===== src/rtl/cpu_ctrl_pkg.sv =====
// cpu_ctrl_pkg: shared types for the run/halt/step controller.
// State encoding, widths and the breakpoint compare helper.
package cpu_ctrl_pkg;

  localparam int PC_W  = 32;
  localparam int CNT_W = 32;

  typedef enum logic [1:0] {
    HALTED  = 2'd0,
    RUNNING = 2'd1,
    STEP    = 2'd2
  } run_state_t;

  function automatic logic bp_hit_now(
    input logic            en,
    input logic [PC_W-1:0] pc,
    input logic [PC_W-1:0] addr,
    input logic            skip
  );
    return en && (pc == addr) && !skip;
  endfunction

endpackage


===== src/rtl/cpu_run_controller_if.sv =====
// cpu_run_controller_if: core-side bundle of the run controller.
// slave = controller, master = core / debug side.
interface cpu_run_controller_if;
  import cpu_ctrl_pkg::*;

  logic             halt_req;
  logic             bp_enable;
  logic [PC_W-1:0]  bp_addr;
  logic [PC_W-1:0]  pc;
  logic             cpu_en;
  run_state_t       run_state;
  logic             bp_hit;
  logic [CNT_W-1:0] cycle_count;

  modport master (
    output halt_req, bp_enable, bp_addr, pc,
    input  cpu_en, run_state, bp_hit, cycle_count
  );

  modport slave (
    input  halt_req, bp_enable, bp_addr, pc,
    output cpu_en, run_state, bp_hit, cycle_count
  );

endinterface


===== src/rtl/button_debouncer.sv =====
// button_debouncer: 2-FF sync, stable-count filter, rising pulse.
// Buttons held through reset stay masked until released once.
module button_debouncer #(
  parameter int DEBOUNCE_CYCLES = 250000
) (
  input  logic clk,
  input  logic reset,
  input  logic btn,
  output logic pulse
);

  localparam int CW = $clog2(DEBOUNCE_CYCLES);
  localparam logic [CW-1:0] LAST = CW'(DEBOUNCE_CYCLES - 1);

  logic [1:0]    sync_q;
  logic [1:0]    fill_q;
  logic [CW-1:0] cnt_q;
  logic          level_q;
  logic          edge_q;
  logic          armed_q;

  // Synchronizer chain plus a marker for when it holds real samples.
  always_ff @(posedge clk or negedge reset) begin
    if (!reset) begin
      sync_q <= '0;
      fill_q <= '0;
    end else begin
      sync_q <= {sync_q[0], btn};
      fill_q <= {fill_q[0], 1'b1};
    end
  end

  // Accept a new level only after it differs for DEBOUNCE_CYCLES.
  always_ff @(posedge clk or negedge reset) begin
    if (!reset) begin
      cnt_q   <= '0;
      level_q <= 1'b0;
    end else if (sync_q[1] == level_q) begin
      cnt_q <= '0;
    end else if (cnt_q == LAST) begin
      cnt_q   <= '0;
      level_q <= sync_q[1];
    end else begin
      cnt_q <= cnt_q + 1'b1;
    end
  end

  // Edge register; arm only once the button is seen released.
  always_ff @(posedge clk or negedge reset) begin
    if (!reset) begin
      edge_q  <= 1'b0;
      armed_q <= 1'b0;
    end else begin
      edge_q <= level_q;
      if (fill_q[1] && !level_q && !sync_q[1])
        armed_q <= 1'b1;
    end
  end

  assign pulse = armed_q && level_q && !edge_q;

endmodule


===== src/rtl/cpu_run_controller.sv =====
// cpu_run_controller: run/halt/step FSM driving the core clock-enable.
// Includes PC breakpoint, halt request and enabled-cycle counter.
module cpu_run_controller
  import cpu_ctrl_pkg::*;
#(
  parameter int DEBOUNCE_CYCLES = 250000,
  parameter bit START_RUNNING   = 1'b1
) (
  input  logic clk,
  input  logic reset,
  input  logic run_btn,
  input  logic step_btn,
  cpu_run_controller_if.slave bus
);

  localparam run_state_t RESET_STATE =
    START_RUNNING ? RUNNING : HALTED;

  logic             run_pulse;
  logic             step_pulse;
  logic             bp_match;
  logic             cpu_en;
  run_state_t       state_q, state_d;
  logic             skip_q, skip_d;
  logic             hit_q, hit_d;
  logic [CNT_W-1:0] cycle_q;

  button_debouncer #(
    .DEBOUNCE_CYCLES(DEBOUNCE_CYCLES)
  ) u_run_db (
    .clk  (clk),
    .reset(reset),
    .btn  (run_btn),
    .pulse(run_pulse)
  );

  button_debouncer #(
    .DEBOUNCE_CYCLES(DEBOUNCE_CYCLES)
  ) u_step_db (
    .clk  (clk),
    .reset(reset),
    .btn  (step_btn),
    .pulse(step_pulse)
  );

  assign bp_match = bp_hit_now(bus.bp_enable, bus.pc,
                               bus.bp_addr, skip_q);

  // Next state, clock-enable and breakpoint bookkeeping.
  always_comb begin
    state_d = state_q;
    skip_d  = skip_q;
    hit_d   = hit_q;
    cpu_en  = 1'b0;
    unique case (state_q)
      HALTED: begin
        if (run_pulse) begin
          state_d = RUNNING;
          skip_d  = 1'b1;
          hit_d   = 1'b0;
        end else if (step_pulse) begin
          state_d = STEP;
          skip_d  = 1'b1;
        end
      end
      RUNNING: begin
        cpu_en = !bp_match && !bus.halt_req;
        if (bp_match) begin
          state_d = HALTED;
          hit_d   = 1'b1;
        end else if (bus.halt_req || run_pulse) begin
          state_d = HALTED;
        end
      end
      STEP: begin
        cpu_en  = 1'b1;
        state_d = HALTED;
      end
      default: state_d = HALTED;
    endcase
    if (cpu_en)
      skip_d = 1'b0;
  end

  // Registered state, flags and enabled-cycle counter.
  always_ff @(posedge clk or negedge reset) begin
    if (!reset) begin
      state_q <= RESET_STATE;
      skip_q  <= 1'b0;
      hit_q   <= 1'b0;
      cycle_q <= '0;
    end else begin
      state_q <= state_d;
      skip_q  <= skip_d;
      hit_q   <= hit_d;
      cycle_q <= cycle_q + CNT_W'(cpu_en);
    end
  end

  assign bus.cpu_en      = cpu_en;
  assign bus.run_state   = state_q;
  assign bus.bp_hit      = hit_q;
  assign bus.cycle_count = cycle_q;

endmodule

===== src/flat_wrapper.sv =====
// flat-port wrapper written by rule: the top's interface ports become plain ports
module cpu_run_controller_flat import cpu_ctrl_pkg::*;
#(
  parameter int DEBOUNCE_CYCLES = 250000,
  parameter bit START_RUNNING   = 1'b1
)
  (clk, reset, run_btn, step_btn, bus_halt_req, bus_bp_enable, bus_bp_addr, bus_pc, bus_cpu_en, bus_run_state, bus_bp_hit, bus_cycle_count);
  cpu_run_controller_if bus_i ();
  input  logic clk;
  input  logic reset;
  input  logic run_btn;
  input  logic step_btn;
  input wire logic [$bits(bus_i.halt_req)-1:0] bus_halt_req;
  input wire logic [$bits(bus_i.bp_enable)-1:0] bus_bp_enable;
  input wire logic [$bits(bus_i.bp_addr)-1:0] bus_bp_addr;
  input wire logic [$bits(bus_i.pc)-1:0] bus_pc;
  output wire logic [$bits(bus_i.cpu_en)-1:0] bus_cpu_en;
  output wire logic [$bits(bus_i.run_state)-1:0] bus_run_state;
  output wire logic [$bits(bus_i.bp_hit)-1:0] bus_bp_hit;
  output wire logic [$bits(bus_i.cycle_count)-1:0] bus_cycle_count;
  assign bus_i.halt_req = bus_halt_req;
  assign bus_i.bp_enable = bus_bp_enable;
  assign bus_i.bp_addr = bus_bp_addr;
  assign bus_i.pc = bus_pc;
  assign bus_cpu_en = bus_i.cpu_en;
  assign bus_run_state = bus_i.run_state;
  assign bus_bp_hit = bus_i.bp_hit;
  assign bus_cycle_count = bus_i.cycle_count;
  cpu_run_controller #(.DEBOUNCE_CYCLES(DEBOUNCE_CYCLES), .START_RUNNING(START_RUNNING)) u_core (.clk(clk), .reset(reset), .run_btn(run_btn), .step_btn(step_btn), .bus(bus_i));
endmodule

===== config.mk =====
export PLATFORM = sky130hd
export DESIGN_NAME = cpu_run_controller_flat
export DESIGN_NICKNAME = d
export VERILOG_FILES = /design/src/rtl/cpu_ctrl_pkg.sv /design/src/rtl/cpu_run_controller_if.sv /design/src/rtl/button_debouncer.sv /design/src/rtl/cpu_run_controller.sv /design/src/flat_wrapper.sv
export SDC_FILE = /design/constraint.sdc
export NUM_CORES = 1
export LEC_CHECK = 0
export CAP_MARGIN = 10
export CORE_ASPECT_RATIO = 0.6
export CORE_MARGIN = 1.5
export CORE_UTILIZATION = 53
export DETAILED_ROUTE_END_ITERATION = 7
export HOLD_SLACK_MARGIN = 0.1
export PLACE_DENSITY = 0.86
export SLEW_MARGIN = 15
export SYNTH_ARGS = -nofsm -noshare
export SYNTH_HDL_FRONTEND = slang
export SYNTH_SLANG_ARGS = --single-unit
export TNS_END_PERCENT = 30

===== constraint.sdc =====
create_clock -name clk -period 4.3 [get_ports clk]
set_input_delay 0.43 -clock clk [delete_from_list [all_inputs] [get_ports clk]]
set_output_delay 0.43 -clock clk [all_outputs]
set_load 0.05 [all_outputs]

After elaboration in Yosys (flattened, before gate mapping)
Cells that the tools add are included.
Cells by class
  $add $sub $neg: 3
  $mul: 0
  divide/modulo/power cells: 0
  $lt $le $gt $ge: 0
  equal/unequal tests: 11
  shifts and indexed selects: 0
  mux-type cells: 17
  bitwise logic cells: 2
  reduce and logical (&&, ||, !) cells: 30
Operator list (count)
  2-to-1 mux 18 bit: 4
  adder 18 x 1 -> 18 bit, second input constant: 2
  equality test 18 bit, second input constant: 2
  adder 32 x 1 -> 32 bit: 1
  equality test 32 bit: 1
  logical AND 1 bit: 11
  logical NOT 1 bit: 9
  2-to-1 mux 2 bit: 4
  AND reduction 2 bit: 4
  2-to-1 mux 1 bit: 6
  != test 3 x 1 -> 1 bit, second input constant: 2
  != test 2 x 1 -> 1 bit, second input constant: 2
  one-hot mux 1 bit (2 select lines): 2
  one-hot mux 2 bit (2 select lines): 1
  nonzero test 2 bit: 2
  AND reduction 3 bit: 1
  nonzero test 3 bit: 1
  equality test 1 bit: 2
  equality test 2 x 1 -> 1 bit, second input constant: 1
  equality test 2 bit, second input constant: 1
  logical NOT 2 bit: 1
  NOT 1 bit: 2
  logical OR 1 bit: 1
Word-level totals
  bits in registers: 86
  latch bits: 0
  memory bits (writable): 0
  ROM bits: 0
  bits of input ports: 70
  output and inout bits: 36
  word-level logic and storage cells: 79
  memories: 0

Logic depth before layout (Yosys ltp)
Gate-level depths: netlist of run 1.
  depth in word-level cells: 8
  gate-level depth with buffers: 13
  mapped depth without buffers: 13

Modules after synthesis
Synthesis of run 1 repeated with hierarchy kept, for this count alone.
Second synthesis, totals
  cell total of the unflattened synthesis: 404
  area, all modules: 4305.4 µm²
By module, submodules not included
  button_debouncer: instances 2, cells an instance 107, area each 1152.4 µm², seq. area each 625.6 µm²
  cpu_run_controller: instances 1, cells an instance 190, area each 2000.7 µm², seq. area each 902.1 µm²

Worst setup path before layout of run 1
OpenSTA, ideal clock, no wires.
  path type: register to register
  from: reg u_core.state_q[0] (netlist: u_core.bus.run_state[0])
  to: reg u_core.cycle_q[22] (netlist: u_core.bus.cycle_count[22])
  library setup time: 0.142 ns
  data arrival time: 2.889 ns
  required time: 4.158 ns
  path slack: 1.269 ns
  cell stages (with the launch flop): 11
  path buffers: 0
  clock period less this slack: 3.031 ns
  cell sequence: dfstp_2 -> ha_1 -> nand2b_1 -> o21bai_1 -> and2_1 -> ha_1 -> ha_1 -> nand4_1 -> nor3_2 -> nand4_1 -> xnor2_1
On the way
  word-level cells in the longest chain between the ends: 3
  elaborated cells on any way between the ends: 4
  classes of those cells: add/sub: 1; eq/ne: 2; mux: 1
Ends and longest elaborated chain
  start, declared: RTL line cpu_run_controller.sv:23  | run_state_t state_q, state_d;
  start signal, assigned: RTL line cpu_run_controller.sv:93  | state_q <= state_d;
  equality test 2 bit / equality test 2 x 1 -> 1 bit (equally long branches): RTL line cpu_run_controller.sv:55  | unique case (state_q)
  one-hot mux 1 bit (2 select lines) *: RTL line cpu_run_controller.sv:55
  net bus_cpu_en: RTL line flat_wrapper.sv:17  | output wire logic [$bits(bus_i.cpu_en)-1:0] bus_cpu_en;
  adder 32 x 1 -> 32 bit *: RTL line cpu_run_controller.sv:96  | cycle_q <= cycle_q + CNT_W'(cpu_en);
  end signal, assigned: RTL line cpu_run_controller.sv:96
  end, declared: RTL line cpu_run_controller.sv:26  | logic [CNT_W-1:0] cycle_q;
Mark *: on every way through the listed nets, which the timed path passes. The rest lies on a longest branch.
A chain may end at the register's enable or synchronous reset.

Worst setup path after layout of run 1
  from: in bus_pc[3]
  to: out bus_cpu_en
On the way
  word-level cells in the longest chain between the ends: 6
Ends and longest elaborated chain
  start, declared: RTL line flat_wrapper.sv:16  | input wire logic [$bits(bus_i.pc)-1:0] bus_pc;
  equality test 32 bit: RTL line cpu_ctrl_pkg.sv:20  | return en && (pc == addr) && !skip;
  logical AND 1 bit (2 in series): RTL line cpu_ctrl_pkg.sv:20
  logical NOT 1 bit: RTL line cpu_run_controller.sv:67  | cpu_en = !bp_match && !bus.halt_req;
  logical AND 1 bit: RTL line cpu_run_controller.sv:67
  one-hot mux 1 bit (2 select lines): RTL line cpu_run_controller.sv:55
  end, declared: RTL line flat_wrapper.sv:17
No other way between the ends.

==> qor.txt, run 1 <==
first drt pass iteration count: 4
fin crit share: 0.797
CP max FO: 3
port bufs: 105
nets: 570
FF+latch count, synth: 84
WHS: 0.351 ns
CTS clk-pin slew, worst paths: 0.06 ns
Syn Area/Cell: 10.7 sq um
H-tree levels: 3
largest cells by area after synthesis: dfrtp_1, xor2_1, xnor2_1
die footprint: 8200 sq um
Slew headroom: 0.654
worst-skew pair later-pin latency: 0.35 ns
placeable core area: 7330 sq um
VDD IR-drop max: 0.242 mV
drt total wl: 9.37 mm
worst path bufs/invs: 2
clk_skew: 0.0115 ns
YS warnings: 0
Slew @ Worst Pin: 0.518 ns
fin crit period: 3.43 ns
Initial Util: 0.554
vias in the first global route: 3,194
Post-synth top flop: dfrtp_1
Clock Tree Root: clkbuf_16
# clock sinks: 84
routability congestion estimate: 0.827
total negative slack: 0 ns
first-pass GRT wire length: 15.2 mm
Syn Nets: 456
Seq/Total Area, Yosys: 0.519
ANT cells: 0
ANT nets after route: 0
crit-path most repeated cell: clkdlybuf4s50_1
via/cell ratio: 5.22
Syn-to-layout area delta: 37.9%
critical path, cell by cell: clkdlybuf4s50_1, xor2_1, nor4_1, nand4_1, nor3_1, o21bai_1, and2_1, clkdlybuf4s50_1
Worst Setup Start Kind: input pin
via count: 3,140
Worst EP arrival: 3.00 ns
DR iter-0 viols: 131
Die Ht: 70.8 microns
count of cell types in the netlist: 37
setup violators final: 0
worst stage delay on the critical path: 0.71 ns
Boundary Pins: 106
layout cell share with drive strength beyond 1: 0.0582
synthesized area: 4060 sq um
CP Class: input pin to output pin
EDFF count, synth: 0
cts repair resizes: 0
Synth Instances: 379
worst endpoint required time: 3.87 ns
cts bufs inserted: 9
crit end category: output pin
Top delay family on crit path: buffers and inverters
commonest non-fill, non-tap cells in the layout: clkdlybuf4s50_1, dfrtp_1, nor2_1, xor2_1, xnor2_1
Die Wd: 116 microns
clock tree buffer depth: 2
post-synth top area share: 0.512
largest net degree at the start of global routing: 85
post-CTS setup buffer count: 0
post-DR wirelength/cell: 15.6 microns
async set-reset flop share out of synthesis: 1.00
unrepaired setup endpoints after global routing: no
pwr dens: 324 nW/um^2
site row count: 24
outcome: complete, no violations
antenna violations before repair: 0
grt total ovfl: 0
crit path max-delay cell type: clkdlybuf4s50_1
# hold bufs at CTS: 0
worst hold path type: flop to flop
Slew Viols, Final: 0
DR DRC count: 0
fmax: 292 MHz
DP HPWL: 6.79 mm
CTS tree: built
GRT Total Usage: 0.243
Max Cap Violations: 0
commonest non-fill, non-tap cell in the layout: clkdlybuf4s50_1
Hold Violations, Final: 0
leakage power: 2.37 nW
post-synth top area cell: dfrtp_1
area by class of cell:
class,instances,area [sq um]
clock inverters,6,113
flip-flops and latches,84,2100
inverters,8,30.0
multi-input cells,283,1900
repair buffers,107,1090
clock buffers,10,229
fillers,520,1730
well taps,104,130
where the power goes:
| part | internal [mW] | leakage [nW] | switching (mW) |
|---|---|---|---|
| Clock | 0.568 | 0.167 | 0.314 |
| Sequential | 0.798 | 1.13 | 0.00609 |
| Combinational | 0.0773 | 1.07 | 0.0500 |
state kept, by name, indices dropped and copies added (netlist names), 2 cells and up:
name	cells
u_core.bus.cycle_count	32
u_core.u_run_db.cnt_q	18
u_core.u_step_db.sync_q	2
u_core.u_step_db.cnt_q	18
u_core.u_run_db.sync_q	2
u_core.u_run_db.fill_q	2
u_core.bus.run_state	2
metrics by stage:
step / utilization / cell area, sq um / setup slack [ns] / instances / power (mW)
floorplan: - / 4060 / 1.27 / 379 / 0.852
global placement: 0.712 / 5220 / 0.933 / 584 / 0.938
detailed placement: 0.712 / 5220 / 0.803 / 584 / 0.943
CTS: 0.758 / 5560 / 0.866 / 600 / 1.83
global route: 0.763 / 5590 / 0.724 / 602 / 1.87
finish: 0.763 / 5590 / 0.873 / 602 / 1.81
path summary, 6_finish.rpt:
| check | from | end | slack (ns) | cells after the start |
|---|---|---|---|---|
| setup / recovery | bus_pc[3] | bus_cpu_en | 0.87 | 8 |
| hold / removal | u_core.u_run_db.fill_q[0] | u_core.u_run_db.fill_q[1] | 0.35 | 0 |
| setup reg to reg | u_core.bus.run_state[0] | u_core.bus.cycle_count[26] | 1.49 | 10 |
| hold reg to reg | u_core.u_run_db.fill_q[0] | u_core.u_run_db.fill_q[1] | 0.35 | 0 |
| max in group asynchronous | reset | u_core.bus.run_state[0] | 3.13 | 3 |
| min in group asynchronous | reset | u_core.bus.cycle_count[1] | 0.52 | 2 |
synth_stat cells (3+ instances only):
cell and n:
a21oi_1 4, and3_1 3, and4_1 4, buf_2 4, dfrtp_1 83, ha_1 7
inv_1 8, nand2_1 24, nand3_1 25, nand4_1 15, nor2_1 57, nor3_1 6
nor4_1 11, nor4b_1 4, xnor2_1 44, xor2_1 52
per-layer routing:
metal,global-route usage,up-vias,part of all wire
met1,0.318,1525,0.45
met2,0.397,98,0.46
li1,-,1506,-
met5,0,-,0
met4,0.0745,0,0.013
met3,0.0694,11,0.071
kinds of logic (layout without fill, tap and decap cells):
logic type	after synthesis	after routing	share of synthesized area
and+or+nand+nor	167	167	0.217
xor gates and xnor gates	96	96	0.207
DFF	84	84	0.519
buffers and inverters	12	131	0.0123
AOI/OAI and AO/OA	9	9	0.0139
adders and majority gates	7	7	0.0216
muxes	3	3	0.00802
other	1	1	0.000924
Note: power is estimated with default switching activity, not from simulation.
==> run 2, diff against run 1 <==
- CORE_UTILIZATION: 53 -> 49
- PLACE_DENSITY: 0.86 -> 0.8
- clock period: 4.3 -> 3.2 ns (I/O delays scaled with it)
==> run 2 against run 1 <==
Against the previous run:
- power up 21%
- routed wire length down 3.2%
- final area down 1.5%
- first-iteration DRC count up 18%
- hold slack worse by 0.19 ns
- register-to-register slack worse by 0.98 ns
- non-clock buffer count unchanged
- critical path depth up 6
- cell count up 0.50%
- sequential cell count unchanged
- critical path type is now input pin to flop
- critical endpoint is now u_core.bus.cycle_count[30]
==> qor.txt, run 2 (synthesis gave the netlist of run 1 again) <==
Die Ht: 73.5 microns
post-DR wirelength/cell: 15.0 microns
crit end category: flop
GRT Total Usage: 0.223
Clock Tree Root: clkbuf_16
fill count: 618
Boundary Pins: 106
setup violators final: 0
clock tree buffer depth: 2
unrepaired setup endpoints after global routing: no
Die Wd: 120 microns
leakage power: 2.33 nW
first-pass GRT wire length: 15.0 mm
CTS tree: built
placeable core area: 7950 sq um
CP Class: input pin to flop
vias in the first global route: 2,954
cts bufs inserted: 9
post-CTS setup buffer count: 0
via count: 3,098
FF+latch area: 2100 sq um
Hold Violations, Final: 0
critical path, cell by cell: clkdlybuf4s50_1, xor2_1, nor4_1, nand4_1, nor3_1, o21bai_1, and2_1, ha_1, ha_1, nand4_1, nor3_2, nand2_1, nor2_1, xnor2_1
nets: 570
fin crit share: 0.912
fin crit period: 2.92 ns
commonest non-fill, non-tap cell in the layout: clkdlybuf4s50_1
# clock sinks: 84
outcome: complete, no violations
Slew @ Worst Pin: 1.03 ns
CP max FO: 6
Cells after DPL: 590
routability congestion estimate: 0.787
cts repair resizes: 0
port bufs: 105
fmax: 343 MHz
Worst Setup Start Kind: input pin
Initial Util: 0.511
crit path max-delay cell type: clkdlybuf4s50_1
Final Util: 0.694
pwr dens: 400 nW/um^2
DR iter-0 viols: 154
worst hold path type: input pin to async pin
largest net degree at the start of global routing: 85
# hold bufs at CTS: 0
antenna violations before repair: 0
worst endpoint required time: 3.42 ns
die footprint: 8850 sq um
first drt pass iteration count: 4
worst-skew pair later-pin latency: 0.34 ns
Syn-to-layout area delta: 35.8%
Top delay family on crit path: simple AND/OR/NAND/NOR gates
ANT nets after route: 0
Worst EP arrival: 3.14 ns
commonest non-fill, non-tap cells in the layout: clkdlybuf4s50_1, dfrtp_1, nor2_1, xor2_1, xnor2_1
drt total wl: 9.07 mm
max reg flops: 32
worst path bufs/invs: 1
WHS: 0.158 ns
DR DRC count: 0
layout cell share with drive strength beyond 1: 0.0624
DP HPWL: 6.56 mm
total negative slack: 0 ns
ANT cells: 0
VDD IR-drop max: 0.266 mV
footprint of the multi-input gates: 1900 sq um
Max Cap Violations: 0
worst stage delay on the critical path: 0.42 ns
clk_skew: 0.00600 ns
via/cell ratio: 5.12
Slew Viols, Final: 0
final cell count without fillers: 605
site row count: 25
CTS clk-pin slew, worst paths: 0.06 ns
Power Total: 2.20 mW
Slew headroom: 0.311
grt total ovfl: 0
H-tree levels: 3
run 2: layer usage:
layer	up-vias	GRT usage	part of all wire
met1	1515	0.309	0.49
met2	65	0.337	0.45
met4	0	0.0627	0.0063
li1	1511	-	-
met5	-	0	0
met3	7	0.0738	0.049
run 2: final timing paths:
check	start	end	slack, ns	cells after the start
hold reg to reg	u_core.u_step_db.sync_q[0]	u_core.u_step_db.sync_q[1]	0.35	0
min in group clk	u_core.u_step_db.sync_q[0]	u_core.u_step_db.sync_q[1]	0.35	0
max in group asynchronous	reset	u_core.bus.cycle_count[14]	2.37	1
hold / removal	reset	u_core.u_run_db.cnt_q[5]	0.16	1
setup reg to reg	u_core.bus.run_state[0]	u_core.bus.cycle_count[30]	0.51	11
setup / recovery	bus_bp_addr[3]	u_core.bus.cycle_count[30]	0.28	14
run 2: report_power, final:
| group | switching [mW] | internal (mW) | total (mW) |
|---|---|---|---|
| combinational | 0.0666 | 0.0994 | 0.166 |
| clock | 0.398 | 0.560 | 0.958 |
| sequential | 0.00770 | 1.07 | 1.08 |
run 2: layout make-up:
| class | count | share of cell area |
|---|---|---|
| well taps | 108 | 0.0245 |
| clock buffers | 11 | 0.0459 |
| repair buffers | 107 | 0.193 |
| clock inverters | 4 | 0.00454 |
| flip-flops and latches | 84 | 0.382 |
| multi-input cells | 283 | 0.345 |
| inverters | 8 | 0.00545 |
run 2: through the flow:
| stage | cell area, sq um | setup slack (ns) |
|---|---|---|
| 6_report | 5510 | 0.280 |
| 5_1_grt | 5510 | 0.0314 |
| 4_1_cts | 5510 | 0.305 |
| 3_5_place_dp | 5230 | -0.0139 |
| 3_3_place_gp | 5230 | 0.00438 |
| 2_1_floorplan | 4060 | 0.169 |
